<file path="src/rtl/nonce_tx_pkg.sv">
// Shared definitions for the nonce uplink: transmitter states, framing
// constants and a constant-width helper shared with the nonce hub.
package nonce_tx_pkg;

    typedef enum logic [1:0] {
        IDLE  = 2'd0,
        START = 2'd1,
        DATA  = 2'd2,
        STOP  = 2'd3
    } tx_state_t;

    // One start bit, eight data bits, one stop bit.
    localparam int FRAME_BITS  = 10;
    localparam int NONCE_BYTES = 4;

    // Smallest width able to hold the values 0 .. value-1.
    function automatic int clog2(input int value);
        int width;
        width = 0;
        while ((1 << width) < value) begin
            width = width + 1;
        end
        return width;
    endfunction

endpackage

</file>
<file path="src/rtl/nonce_serial_tx_if.sv">
// Handshake and line signals between the nonce hub and the serial uplink.
interface nonce_serial_tx_if;
    logic [31:0] word_in;
    logic        send;
    logic        busy;
    logic        txd;

    modport master (
        output word_in,
        output send,
        input  busy,
        input  txd
    );

    modport slave (
        input  word_in,
        input  send,
        output busy,
        output txd
    );
endinterface

</file>
<file path="src/rtl/uart_tx_bit_timer.sv">
// Baud-rate divider: counts uart_clk cycles within one bit period and
// pulses bit_tick on the final cycle so the FSM advances exactly once per bit.
module uart_tx_bit_timer
    import nonce_tx_pkg::*;
#(
    parameter int CLKS_PER_BIT = 868
) (
    input  logic clk,
    input  logic rst,
    input  logic clear,
    input  logic enable,
    output logic bit_tick
);

    localparam int CNT_W = clog2(CLKS_PER_BIT);
    localparam logic [CNT_W-1:0] LAST_CNT = CNT_W'(CLKS_PER_BIT - 1);

    logic [CNT_W-1:0] baud_cnt;
    logic             wrap;

    assign wrap     = (baud_cnt == LAST_CNT);
    assign bit_tick = enable && !clear && wrap;

    // Free-run 0..CLKS_PER_BIT-1 while a frame is on the line; restart on accept.
    always_ff @(posedge clk) begin
        if (rst || clear) begin
            baud_cnt <= '0;
        end else if (enable) begin
            baud_cnt <= wrap ? '0 : baud_cnt + 1'b1;
        end
    end

endmodule

</file>
<file path="src/rtl/nonce_serial_tx.sv">
// Serial uplink: takes one 32-bit nonce per send strobe and shifts it out as
// four 8N1 frames, most-significant byte first, holding busy throughout.
module nonce_serial_tx
    import nonce_tx_pkg::*;
#(
    parameter int CLKS_PER_BIT = 868,
    parameter int NUM_BYTES    = NONCE_BYTES
) (
    input logic              uart_clk,
    input logic              rst,
    nonce_serial_tx_if.slave bus
);

    localparam logic [2:0] LAST_BIT  = 3'(FRAME_BITS - 3);
    localparam logic [1:0] LAST_BYTE = 2'(NUM_BYTES - 1);

    tx_state_t   state;
    tx_state_t   next_state;
    logic [31:0] shift_reg;
    logic [31:0] shift_next;
    logic [1:0]  byte_idx;
    logic [1:0]  byte_next;
    logic [2:0]  bit_idx;
    logic [2:0]  bit_next;
    logic        txd_q;
    logic        txd_d;
    logic        accept;
    logic        bit_tick;
    logic        last_byte;

    assign accept    = (state == IDLE) && bus.send;
    assign last_byte = (byte_idx == LAST_BYTE);

    // Including send lets the hub see busy in the very cycle it strobes.
    assign bus.busy = bus.send || (state != IDLE);
    assign bus.txd  = txd_q;

    uart_tx_bit_timer #(
        .CLKS_PER_BIT(CLKS_PER_BIT)
    ) u_bit_timer (
        .clk     (uart_clk),
        .rst     (rst),
        .clear   (accept),
        .enable  (state != IDLE),
        .bit_tick(bit_tick)
    );

    // State and datapath registers; reset abandons any word in flight.
    always_ff @(posedge uart_clk) begin
        if (rst) begin
            state     <= IDLE;
            shift_reg <= '0;
            byte_idx  <= '0;
            bit_idx   <= '0;
            txd_q     <= 1'b1;
        end else begin
            state     <= next_state;
            shift_reg <= shift_next;
            byte_idx  <= byte_next;
            bit_idx   <= bit_next;
            txd_q     <= txd_d;
        end
    end

    // Frame sequencing: start, eight data bits, stop, repeated per byte.
    always_comb begin
        next_state = state;
        case (state)
            IDLE:  if (bus.send) next_state = START;
            START: if (bit_tick) next_state = DATA;
            DATA:  if (bit_tick && (bit_idx == LAST_BIT)) next_state = STOP;
            STOP:  if (bit_tick) next_state = last_byte ? IDLE : START;
            default: next_state = IDLE;
        endcase
    end

    // Word latch, bit/byte indices; the next byte is brought to the top on each stop.
    always_comb begin
        shift_next = shift_reg;
        byte_next  = byte_idx;
        bit_next   = bit_idx;
        if (accept) begin
            shift_next = bus.word_in;
            byte_next  = '0;
            bit_next   = '0;
        end else if (bit_tick) begin
            case (state)
                START: bit_next = '0;
                DATA: begin
                    if (bit_idx != LAST_BIT) begin
                        bit_next = bit_idx + 1'b1;
                    end
                end
                STOP: begin
                    if (!last_byte) begin
                        byte_next  = byte_idx + 1'b1;
                        shift_next = {shift_reg[23:0], 8'h00};
                    end
                end
                default: ;
            endcase
        end
    end

    // Line level for the coming cycle, registered so txd is glitch-free.
    always_comb begin
        txd_d = 1'b1;
        case (next_state)
            IDLE:    txd_d = 1'b1;
            START:   txd_d = 1'b0;
            DATA:    txd_d = shift_next[{2'b11, bit_next}];
            STOP:    txd_d = 1'b1;
            default: txd_d = 1'b1;
        endcase
    end

endmodule

</file>
<file path="src/flat_wrapper.sv">
// flat-port wrapper written by rule: the top's interface ports become plain ports
module nonce_serial_tx_flat import nonce_tx_pkg::*;
#(
    parameter int CLKS_PER_BIT = 868,
    parameter int NUM_BYTES    = NONCE_BYTES
)
  (uart_clk, rst, bus_word_in, bus_send, bus_busy, bus_txd);
  nonce_serial_tx_if bus_i ();
  input logic uart_clk;
  input logic rst;
  input wire logic [$bits(bus_i.word_in)-1:0] bus_word_in;
  input wire logic [$bits(bus_i.send)-1:0] bus_send;
  output wire logic [$bits(bus_i.busy)-1:0] bus_busy;
  output wire logic [$bits(bus_i.txd)-1:0] bus_txd;
  assign bus_i.word_in = bus_word_in;
  assign bus_i.send = bus_send;
  assign bus_busy = bus_i.busy;
  assign bus_txd = bus_i.txd;
  nonce_serial_tx #(.CLKS_PER_BIT(CLKS_PER_BIT), .NUM_BYTES(NUM_BYTES)) u_core (.uart_clk(uart_clk), .rst(rst), .bus(bus_i));
endmodule
</file>
<file path="config.mk">
export PLATFORM = sky130hd
export DESIGN_NAME = nonce_serial_tx_flat
export DESIGN_NICKNAME = d
export VERILOG_FILES = /design/src/rtl/nonce_tx_pkg.sv /design/src/rtl/nonce_serial_tx_if.sv /design/src/rtl/uart_tx_bit_timer.sv /design/src/rtl/nonce_serial_tx.sv /design/src/flat_wrapper.sv
export SDC_FILE = /design/constraint.sdc
export NUM_CORES = 1
export LEC_CHECK = 0
export ABC_AREA = 1
export ABC_CLOCK_PERIOD_IN_PS = 2600
export CORE_UTILIZATION = 57
export CTS_BUF_LIST = sky130_fd_sc_hd__clkbuf_4
export CTS_CLUSTER_SIZE = 20
export DETAILED_ROUTE_END_ITERATION = 10
export PLACE_DENSITY_LB_ADDON = 0.1
export SLEW_MARGIN = 0
export SYNTH_ARGS = -nofsm -noshare
export SYNTH_HDL_FRONTEND = slang
export SYNTH_SLANG_ARGS = --single-unit
</file>
<file path="constraint.sdc">
create_clock -name uart_clk -period 2.6 [get_ports uart_clk]
set_input_delay 0.52 -clock uart_clk [delete_from_list [all_inputs] [get_ports uart_clk]]
set_output_delay 0.52 -clock uart_clk [all_outputs]
set_load 0.01 [all_outputs]
</file>
==> flow_metrics.py <==
metrics = {
    "sta": {
        "setup_viol": 0,
        "finalCritPeriodShare_pct": 91.6,
        "slew_violations": 0,
        "relSlewSlack_pct": 64.1,
        "worstMarginPinSlew_ns": 0.538,
        "fmax_ghz": 0.420,
        "finalHoldViolations": 0,
        "fin_crit_ns": 2.38,
        "fin_ws_ns": 0.219,
        "fin_setup_tns_ns": 0,
        "grt_setup_unrepaired": "no",
        "clock_skew_ns": 0.00693,
    },
    "clocking": {
        "clock_latency_ns": 0.37,
        "tritoncts": "yes",
        "clkTransAtPathRegs_ns": 0.14,
        "clockRootBuffer": "clkbuf_4",
        "h-tree-depth": 2,
        "cts.sinks": 50,
        "cts_buffers": 5,
        "cts_buffer_depth": 2,
    },
    "synthesis": {
        "synthMostInstantiatedCell": "nand2_1",
        "yosysTopAreaCell": "dfxtp_1",
        "syn_inst": 429,
        "async_reset_ff_share_pct": 0,
        "ys_seq_area_share_pct": 35.6,
        "synth_warnings": 0,
        "ys_top_cells_by_area": "dfxtp_1 36%, nand2_1 23%, ha_1 4.9%",
        "synth_seq_cells": 50,
        "ys_types": 28,
        "syn-num-nets": 475,
        "ys.flop_type": "dfxtp_1",
        "yosysTopAreaCellShare_pct": 35.6,
        "yosys-top-cells-count": "175 x nand2_1, 50 x dfxtp_1, 32 x inv_1",
        "netlist_area_mm2": 0.00281,
        "synth_edf_count": 0,
        "syn_area_per_cell_um2": 6.55,
    },
    "place": {
        "dp_hpwl_um": 4390,
        "place_ws_ns": 0.100,
        "io_buffers": 36,
        "globalplace.congestion": 0.845,
        "placed_area_mm2": 0.00321,
    },
    "routing": {
        "drc": 0,
        "dr.pass1.iters": 4,
        "antenna_left": 0,
        "via_per_inst": 5.07,
        "drtIter0Drc": 160,
        "routed_wl_um": 6160,
        "vias": 2724,
        "wire_per_inst_um": 11.5,
    },
    "floorplan": {
        "die_width_um": 72.2,
        "die_area_mm2": 0.00521,
        "die_y_um": 72.2,
        "core_mm2": 0.00472,
        "io_pins": 37,
        "fp-row-count": 25,
        "initial_utilization_pct": 59.5,
    },
    "setup_path": {
        "crit_path_max_fanout": 11,
        "cp.arrival_ns": 2.66,
        "cp_common_cell": "nand2_1",
        "crit_buf_inv": 3,
        "max_stage_delay_ns": 0.42,
        "cp_slowest_cell": "dfxtp_1",
        "critPathTopFamily": "simple AND/OR/NAND/NOR gates",
        "cp-end-kind": "flop",
        "start_kind": "flop",
        "crit_required_ns": 2.88,
        "crit_chain": "inv_1, ha_2, nor2_4, nand3_4, nor2_8, nand2_1, a31oi_1, inv_1, ha_1, inv_1, nand2_1, nand2_1, nand2_1",
        "path_class": "reg -> reg",
    },
    "power_and_ir_drop": {
        "vdd_ir_drop_max_mv": 0.363,
        "internal-power_mw": 1.37,
        "p_sw_share_pct": 40.6,
        "seqPwrFrac_pct": 42.1,
        "p_per_area_mw_per_mm2": 690,
        "power_mw": 2.30,
        "p_sw_mw": 0.934,
        "p_leak_nw": 1.44,
        "p_comb_share_pct": 41.9,
        "power_frac_clock_pct": 16.1,
    },
    "cells_and_area": {
        "area_growth_pct": 18.6,
        "final_net_count": 515,
        "drive_above_1_share_pct": 9.36,
        "largest_reg_flops": 32,
        "final_area_mm2": 0.00333,
        "n_antenna_cell": 0,
    },
    "global_route": {
        "first_global_vias": 2403,
        "antenna_found_initial": 0,
        "grt_max_degree": 28,
        "track_usage_pct": 26.0,
        "gr-total-overflow": 0,
        "grt_first_pass_wirelength_um": 10800,
    },
    "flow_run": {
        "maxCapViolCount": 0,
    },
    "run_status": {
        "status": "complete, no violations",
    },
    "worst_hold_path": {
        "hold_class": "reg -> reg",
    },
}
==> cell type report <==
type                            count  area [µm²]
Sequential cell                    50        1000
Clock buffer                        6        45.0
Fill cell                         413        1390
Timing Repair Buffer               50         465
Multi-Input combinational cell    320        1560
Tap cell                           67        83.8
Clock inverter                      2        13.8
Inverter                           42         158
==> cells by family after synthesis <==
| group | share of synthesized area (%) |
|---|---|
| buffers and inverters | 9.04 |
| adder cells (fa/ha/maj) | 4.90 |
| XOR/XNOR | 1.56 |
| flip-flops | 35.6 |
| AO/OA/AOI/OAI | 12.2 |
| AND/OR/NAND/NOR | 36.7 |
==> worst min-delay path, delay by kind of cell, from the launching register on <==
kind,cells,cell delay [ns]
AOI/OAI and AO/OA,1,0.05
and+or+nand+nor,1,0.06
DFF,1,0.34
==> per-stage QoR <==
step / cells / utilization (%) / hold slack [ns]
detailed placement: 522 / 67.9 / 0.455
floorplan: 429 / - / 0.440
global placement: 522 / 67.9 / 0.450
CTS: 530 / 69.2 / 0.476
global route: 537 / 70.5 / 0.491
finish: 537 / 70.5 / 0.474
==> repair_timing <==
action	4_1_cts	5_1_grt
hold buffers	0	0
setup buffers	0	7
endpoints found under the setup margin	0	3
resized for setup	0	4
==> power by group through the flow <==
stage / Sequential (mW) / Clock [mW] / Combinational, mW
floorplan: 0.965 / 0 / 0.710
global placement: 0.975 / 0 / 0.917
detailed placement: 0.983 / 0 / 0.929
CTS: 0.965 / 0.376 / 0.935
global route: 0.983 / 0.411 / 1.10
finish: 0.967 / 0.369 / 0.963
==> final timing paths <==
check	from	endpoint	slack, ns	cells past startpoint
max	u_core.state[0]	u_core.bus.txd	0.22	13
min	u_core.shift_reg[1]	u_core.shift_reg[1]	0.47	2
max reg2reg	u_core.state[0]	u_core.bus.txd	0.22	13
min reg2reg	u_core.shift_reg[1]	u_core.shift_reg[1]	0.47	2
==> cell usage in the layout, fill, tap and decap left out, types with 4 or more instances in the layout <==
master             n
o21ai_0           20
dfxtp_1           49
inv_2              9
xor2_1             5
clkbuf_4           6
nand3_1           22
a21oi_1           20
nand2_1          175
a31oi_1           17
ha_1              10
inv_1             32
buf_4             14
nor3_1             4
nor2_1            26
clkdlybuf4s50_1   36
==> metal layers <==
| metal | global-route usage (%) | share of wire, % | vias to the layer above |
|---|---|---|---|
| li1 | - | - | 1439 |
| met1 | 34.4 | 47 | 1196 |
| met2 | 43.4 | 47 | 80 |
| met3 | 4.31 | 4.4 | 9 |
| met4 | 8.28 | 1.4 | 0 |
| met5 | 0 | 0 | - |
No activity file was read; power rests on OpenSTA's default activity.
